**src/rtl/pointer_collision.sv**
```systemverilog
// pointer_collision: per-pixel collision detector between the obstacle pixel
// stream and the mouse-pointer bounding box. Overlap is accumulated over one
// frame and at each frame boundary a life is charged.
// Optional feature macro: POINTER_COLLISION_GRACE_EN adds an invulnerability
// window of GRACE_FRAMES frames after every non-final hit.
module pointer_collision #(
  parameter int CURSOR_W     = 16,
  parameter int CURSOR_H     = 16,
  parameter int LIVES        = 3,
  parameter int GRACE_FRAMES = 60
) (
  input  logic        clk,
  input  logic        rst_n,
  input  logic        frame_start,
  input  logic        game_on,
  input  logic [11:0] obstacle_x,
  input  logic [11:0] obstacle_y,
  input  logic [11:0] mouse_xpos,
  input  logic [11:0] mouse_ypos,
  output logic        hit,
  output logic [3:0]  lives,
  output logic        invulnerable,
  output logic        game_over
);

  typedef enum logic [1:0] {IDLE, ARMED, GRACE, DEAD} state_t;

  localparam logic [3:0]  LIVES_INIT = 4'(LIVES);
  localparam logic [12:0] BOX_W      = 13'(CURSOR_W - 1);
  localparam logic [12:0] BOX_H      = 13'(CURSOR_H - 1);

  state_t      state_q, state_d;
  logic [11:0] mx_q, mx_d, my_q, my_d;
  logic        frameHit_q, frameHit_d;
  logic        hit_q, hit_d;
  logic [3:0]  lives_q, lives_d;
  logic [11:0] curX, curY;
  logic        pixValid, overlap, charge, lastLife;

`ifdef POINTER_COLLISION_GRACE_EN
  localparam logic [7:0] GRACE_INIT = 8'(GRACE_FRAMES);
  logic [7:0] graceCnt_q, graceCnt_d;
`else
  logic unusedGrace;
  assign unusedGrace = |8'(GRACE_FRAMES);
`endif

  // Pixel-vs-box test; the frame_start pixel uses the live pointer position
  always_comb begin
    curX     = frame_start ? mouse_xpos : mx_q;
    curY     = frame_start ? mouse_ypos : my_q;
    pixValid = (obstacle_x != 12'd0) || (obstacle_y != 12'd0);
    overlap  = pixValid &&
               ({1'b0, obstacle_x} >= {1'b0, curX}) &&
               ({1'b0, obstacle_x} <= ({1'b0, curX} + BOX_W)) &&
               ({1'b0, obstacle_y} >= {1'b0, curY}) &&
               ({1'b0, obstacle_y} <= ({1'b0, curY} + BOX_H));
    charge   = game_on && frame_start && frameHit_q && (state_q == ARMED);
    lastLife = (lives_q <= 4'd1);
  end

  // State register
  always_ff @(posedge clk) begin
    if (!rst_n) state_q <= IDLE;
    else        state_q <= state_d;
  end

  // Next-state logic; dropping game_on always returns to IDLE
  always_comb begin
    state_d = state_q;
    if (!game_on) begin
      state_d = IDLE;
    end else begin
      case (state_q)
        IDLE:  if (frame_start) state_d = ARMED;
        ARMED: begin
          if (charge) begin
`ifdef POINTER_COLLISION_GRACE_EN
            state_d = lastLife ? DEAD : GRACE;
`else
            state_d = lastLife ? DEAD : ARMED;
`endif
          end
        end
`ifdef POINTER_COLLISION_GRACE_EN
        GRACE: if (frame_start && (graceCnt_q <= 8'd1)) state_d = ARMED;
`else
        GRACE: state_d = ARMED;
`endif
        DEAD:    state_d = DEAD;
        default: state_d = IDLE;
      endcase
    end
  end

  // Datapath next values: pointer latch, frame flag, lives, hit and grace counter
  always_comb begin
    mx_d       = frame_start ? mouse_xpos : mx_q;
    my_d       = frame_start ? mouse_ypos : my_q;
    frameHit_d = frameHit_q | overlap;
    hit_d      = charge;
    lives_d    = lives_q;
    if (!game_on) begin
      frameHit_d = 1'b0;
    end else if (frame_start) begin
      frameHit_d = overlap;
    end else if (state_q == IDLE) begin
      frameHit_d = 1'b0;
    end
    if (!game_on || (state_q == IDLE)) begin
      lives_d = LIVES_INIT;
    end else if (charge && (lives_q != 4'd0)) begin
      lives_d = lives_q - 4'd1;
    end
`ifdef POINTER_COLLISION_GRACE_EN
    graceCnt_d = graceCnt_q;
    if (!game_on) begin
      graceCnt_d = 8'd0;
    end else if (charge && !lastLife) begin
      graceCnt_d = GRACE_INIT;
    end else if ((state_q == GRACE) && frame_start && (graceCnt_q != 8'd0)) begin
      graceCnt_d = graceCnt_q - 8'd1;
    end
`endif
  end

  // Datapath registers with synchronous active-low reset
  always_ff @(posedge clk) begin
    if (!rst_n) begin
      mx_q       <= 12'd0;
      my_q       <= 12'd0;
      frameHit_q <= 1'b0;
      hit_q      <= 1'b0;
      lives_q    <= LIVES_INIT;
`ifdef POINTER_COLLISION_GRACE_EN
      graceCnt_q <= 8'd0;
`endif
    end else begin
      mx_q       <= mx_d;
      my_q       <= my_d;
      frameHit_q <= frameHit_d;
      hit_q      <= hit_d;
      lives_q    <= lives_d;
`ifdef POINTER_COLLISION_GRACE_EN
      graceCnt_q <= graceCnt_d;
`endif
    end
  end

  // Output decode from the registered state
  always_comb begin
    hit       = hit_q;
    lives     = lives_q;
    game_over = (state_q == DEAD);
`ifdef POINTER_COLLISION_GRACE_EN
    invulnerable = (state_q == GRACE);
`else
    invulnerable = 1'b0;
`endif
  end

endmodule

```
**config.mk**
```make
export PLATFORM = sky130hd
export DESIGN_NAME = pointer_collision
export DESIGN_NICKNAME = d
export VERILOG_FILES = /design/src/rtl/pointer_collision.sv
export SDC_FILE = /design/constraint.sdc
export NUM_CORES = 1
export LEC_CHECK = 0
export ABC_CLOCK_PERIOD_IN_PS = 4700
export CORE_MARGIN = 4
export CORE_UTILIZATION = 52
export DETAILED_ROUTE_END_ITERATION = 8
export GPL_TIMING_DRIVEN = 0
export PLACE_DENSITY = 0.81
export SLEW_MARGIN = 20
export SYNTH_ARGS = -nofsm -noshare
export SYNTH_HDL_FRONTEND = slang
export SYNTH_SLANG_ARGS = --single-unit
```
**constraint.sdc**
```tcl
create_clock -name clk -period 4.7 [get_ports clk]
set_input_delay 0.94 -clock clk [delete_from_list [all_inputs] [get_ports clk]]
set_output_delay 0.94 -clock clk [all_outputs]
set_load 0.01 [all_outputs]
```
==> Yosys cells after proc, flatten, opt, wreduce, memory -nomap -nowiden <==
Index checks and enable logic that the tools add are counted.
{ "totals": {"output_inout_bits": 7, "reg_bits": 32, "in_bits": 52, "wordCells": 47} }
{ "classes": {"n_addsub": 3, "n_mux": 8, "n_eq_ne": 5, "reduce_logical": 18, "order_cmp": 5, "bitwise": 2} }
{ "ops": {"columns": ["op", "n"], "rows": [
  ["12-bit by 4-bit adder with 13-bit output, second input constant", 2],
  ["12-bit by 13-bit less-or-equal comparator with 1-bit output", 2],
  ["12-bit >= comparator", 2],
  ["12-bit two-way mux", 2],
  ["12-bit nonzero test", 2],
  ["1-bit logical AND", 8],
  ["2-bit one-hot mux with 4 select lines", 1],
  ["2-bit two-way mux", 3],
  ["2-bit equality test, second input constant", 2],
  ["4-bit by 1-bit less-or-equal comparator with 1-bit output, second input constant", 1],
  ["2-bit != test, second input constant", 2],
  ["2-bit AND reduction", 2],
  ["4-bit nonzero test", 1],
  ["4-bit by 1-bit subtractor with 4-bit output, second input constant", 1],
  ["2-bit by 1-bit equality test with 1-bit output, second input constant", 1],
  ["2-bit zero test", 1],
  ["1-bit logical OR", 2],
  ["1-bit two-way mux", 2],
  ["2-bit OR reduction", 1],
  ["1-bit zero test", 1],
  ["1-bit NOT", 1],
  ["1-bit OR", 1]
]} }

==> Longest topological paths before layout <==
{ "logic_depth": {"word_depth": 9, "ltp_mapped": 15, "mapped_depth_nobuf": 13} }

==> Worst setup path after synthesis <==
No wires, ideal clock.
{ "synth_path": {"kind": "input port to flip-flop", "start": "input frame_start", "end": "register frameHit_q", "path_slack_ps": 983, "path_stages": 15, "setup_ps": 60, "t_arrival_ps": 3657, "required_ps": 4640, "n_path_buf": 2, "path_cell_list": "buf_6 buf_12 mux2i_2 ha_1 nor4bb_2 nor3_2 nand2_1 nor3_2 xor2_1 ha_1 or4_1 a21oi_1 o211ai_1 o211ai_2 o221a_1"} }
{ "synth_between": {"elab_chain_len": 9, "elab_cells_between_ends": 15, "classes_between": "add/sub: 2; order compare: 4; mux: 4; bitwise: 1; reduce/logical: 4"} }
{ "synth_lines": {"columns": ["element", "line_no", "text"], "rows": [
  ["start: declaration", "14", "input logic frame_start,"],
  ["12-bit two-way mux", null, null],
  ["12-bit by 4-bit adder with 13-bit output / 12-bit >= comparator (equally long branches)", "55, 54", null],
  ["12-bit by 13-bit less-or-equal comparator with 1-bit output / 1-bit logical AND (equally long branches)", "55, 53", null],
  ["1-bit logical AND", "54", "({1'b0, obstacle_x} >= {1'b0, curX}) &&"],
  ["1-bit logical AND", "55", "({1'b0, obstacle_x} <= ({1'b0, curX} + BOX_W)) &&"],
  ["1-bit logical AND", "56", "({1'b0, obstacle_y} >= {1'b0, curY}) &&"],
  ["1-bit OR", "100", "frameHit_d = frameHit_q | overlap;"],
  ["1-bit two-way mux", "107", "end else if (state_q == IDLE) begin"],
  ["1-bit two-way mux *", "105", "end else if (frame_start) begin"],
  ["end signal: assignment", "141", "frameHit_q <= frameHit_d;"],
  ["end: declaration", "34", "logic frameHit_q, frameHit_d;"]
]} }
Mark *: on every way between the ends. The rest lies on a longest branch, timed or not.
A chain may end at the register's enable or synchronous reset.

==> Final worst setup path <==
{ "layout_path": {"start": "input mouse_ypos[0]", "end": "register frameHit_q"} }
{ "layout_between": {"elab_chain_len": 7, "elab_cells_between_ends": 9, "classes_between": "add/sub: 1; order compare: 2; mux: 3; bitwise: 1; reduce/logical: 2"} }
{ "layout_lines": {"columns": ["element", "line_no", "text"], "rows": [
  ["start: declaration", "19", "input logic [11:0] mouse_ypos,"],
  ["12-bit two-way mux *", null, null],
  ["12-bit by 4-bit adder with 13-bit output / 12-bit >= comparator (equally long branches)", "57, 56", null],
  ["12-bit by 13-bit less-or-equal comparator with 1-bit output / 1-bit logical AND (equally long branches)", "57, 55", null],
  ["1-bit logical AND *", "56", null],
  ["1-bit OR", "100", null],
  ["1-bit two-way mux", "107", null],
  ["1-bit two-way mux *", "105", null]
]} }
Marked as above.

==> qor.yml <==
outcome: "finished, final reports clean"
crit_required_ns: 4.89
pin_count_of_the_biggest_net_entering_global_routing: 11
detail_route.vias_per_cell: 5.82
worstPathCellList: "clkdlybuf4s50_1, mux2i_2, ha_1, nor4bb_2, nor3_2, nand2_1, nor3_2, xor2_1, ha_1, o21a_1, o21ai_0, a221oi_1, o211ai_2, o221a_1"
die-height_microns: 82.6
layout.nets: 472
powerDensity_nw_per_um2: 238
mostFrequentLayoutCells: "56 x clkdlybuf4s50_1, 52 x ha_1, 37 x nor2_1, 32 x dfxtp_1, 18 x nand2_1"
cellLeakagePower_nw: 1.50
max-vdd-ir-drop_uv: 214
number_of_hold_violations_in_the_final_report: 0
grt_overflow_total: 0
seq_area_frac_synth: 0.222
ys_dominant_reg_cell: "dfxtp_1"
crit_cells: 14
timing.critical_path.from_type: "input pin"
clock_tree.buffer_depth: 2
fin_worst_hold_slack_ns: 0.542
setup_repair_after_global_routing_missed_its_margin: "false"
drt_first_iter_violations: 86
yosys.cell_types.count: 57
first_global_vias: 2591
dieWidth_microns: 82.6
syn_area_per_cell_sq_um: 9.48
worst_hold_path_type: "reg2reg"
layout.cells.most_common: "clkdlybuf4s50_1"
clk_root_buffer_cell: "clkbuf_8"
fin_setup_tns_ns: 0
max_cap_viol_count: 0
fin_skew_ns: 0.00214
netlist_instances: 305
drc_errors: 0
type_of_element_capturing_the_critical_path: "flop"
overall_power_w: 0.000873
clock_tree_from_tritoncts: "built"
worst_path_dominant_cell_family: "compound AO/OA/AOI/OAI gates"
floorplan.core_area_sq_um: 5240
placed_cells_incl_taps: 431
synth.net_count: 409
drt_pass1_iterations: 4
setup.reg_to_reg.worst_slack_ns: 1.55
worstSetupPathType: "in2reg"
slowest_stage: "nor4bb_2"
relSlewSlack: 0.569
r2r-end: "frameHit_q"
floorplan.initialDensity: 0.552
post_cts.resized_instances: 0
timing.critical_path.fanout_max: 6
ys.warnings.count: 0
grt_pass1_wl_microns: 11600
grt_usage: 0.226
maxSlewViolCount: 0
synthArstFlopShare: 0
cts.clk_slew.worst_paths_ns: 0.07
syn-cell-area_sq_um: 2890
ys_seq_elements: 32
post_route_cells_drive_above_1_share: 0.106
crit_start: "mouse_ypos[0]"
crit_path_max_incr_delay_ns: 0.49
final_cell_count_no_fill: 439
final_critical_path_required_period_ns: 3.91
gp_routability_congestion: 0.868
row_count: 26
final-setup-viol-count: 0
clock-sinks: 32
num_antenna_cells: 0
vias: 2553
timing_worst_slew_pin_value_ns: 0.629
wl_per_cell_microns: 16.6
fmaxAchievable_mhz: 256
synth_edf_count: 0
critPathArrivalTime_ns: 4.10
r2r.worst_path.cells: 13
numPortBuffers: 56
crit_buf_inv: 1
layout-area-overhead-vs-synth_pct: 26.8
insertion_delay_ns: 0.29
utilization_after_layout: 0.700
post-route-period-util: 0.831
antenna_found_initial: 0
cts_buffers: 5
endpoint: "frameHit_q"
post_cts.repair.setup_buffers: 0
fillCellCount: 413
rr_startpoint: "my_q[0]"
wl_microns: 7310
dieArea_sq_um: 6820
antenna_violating_nets_left: 0
ios: 59
dpl.hpwl_microns: 5940
htreeDepth: 2
holdBufCountCts: 0
[area by class of cell]
| type | instances | area [sq um] | share of cell area |
|---|---|---|---|
| inverters | 10 | 37.5 | 0.0102 |
| flip-flops and latches | 32 | 641 | 0.175 |
| multi-input cells | 256 | 2130 | 0.580 |
| well taps | 70 | 87.6 | 0.0239 |
| plain buffers | 7 | 86.3 | 0.0235 |
| clock buffers | 7 | 96.3 | 0.0263 |
| repair buffers | 56 | 561 | 0.153 |
| clock inverters | 1 | 30.0 | 0.00819 |
[per-stage QoR]
step / instance area (sq um) / setup slack [ns]
2_1_floorplan: 2890 / 0.983
3_3_place_gp: 3540 / 0.584
3_5_place_dp: 3540 / 0.488
4_1_cts: 3670 / 0.792
5_1_grt: 3670 / 0.539
6_report: 3670 / 0.793
[how the worst min path moves through the flow]
stage,from,to,slack [ns],depth (start not counted)
2_1_floorplan,frameHit_q,hit,0.49,2
3_3_place_gp,state_q[0],state_q[1],0.52,1
3_5_place_dp,state_q[0],state_q[1],0.53,1
4_1_cts,state_q[0],state_q[1],0.54,1
5_1_grt,state_q[0],state_q[1],0.57,1
6_report,state_q[0],state_q[1],0.54,1
[cells in the mapped netlist, drive strengths merged, types with 6 or more instances]
master,instances,area (sq um)
dfxtp,32,641
xnor2,11,96.3
nand4,6,37.5
nand2,18,67.6
ha,52,651
nor2,37,139
nor4,8,50.1
mux2i,24,282
xor2,12,105
inv,9,33.8
nor3,9,70.1
a21oi,9,45.0
o21ai,9,48.8
[metal layers]
metal / up-vias / global-route usage / routed length (microns)
met3: 21 / 0.0434 / 514
met4: 0 / 0.114 / 228
li1: 1258 / - / -
met2: 76 / 0.381 / 3350
met5: - / 0 / 0
met1: 1198 / 0.273 / 3210
[logic make-up after synthesis]
family | share of synthesized area
AND/OR/NAND/NOR | 0.196
other | 0.00130
AO/OA/AOI/OAI | 0.146
XOR/XNOR | 0.0697
buffers and inverters | 0.0428
multiplexers | 0.0974
adder cells (fa/ha/maj) | 0.225
flip-flops | 0.222
[sequential cells by signal, indices dropped and copies added (netlist names)]
name and flops:
frameHit_q 1, hit 1, lives 4, mx_q 12
my_q 12, state_q 2
[where the power goes]
part	total (W)	internal (W)	switching (W)
Sequential	0.000289	0.000284	0.00000566
Clock	0.000297	0.000187	0.000110
Combinational	0.000286	0.000140	0.000146
(Power assumes the default switching activity.)
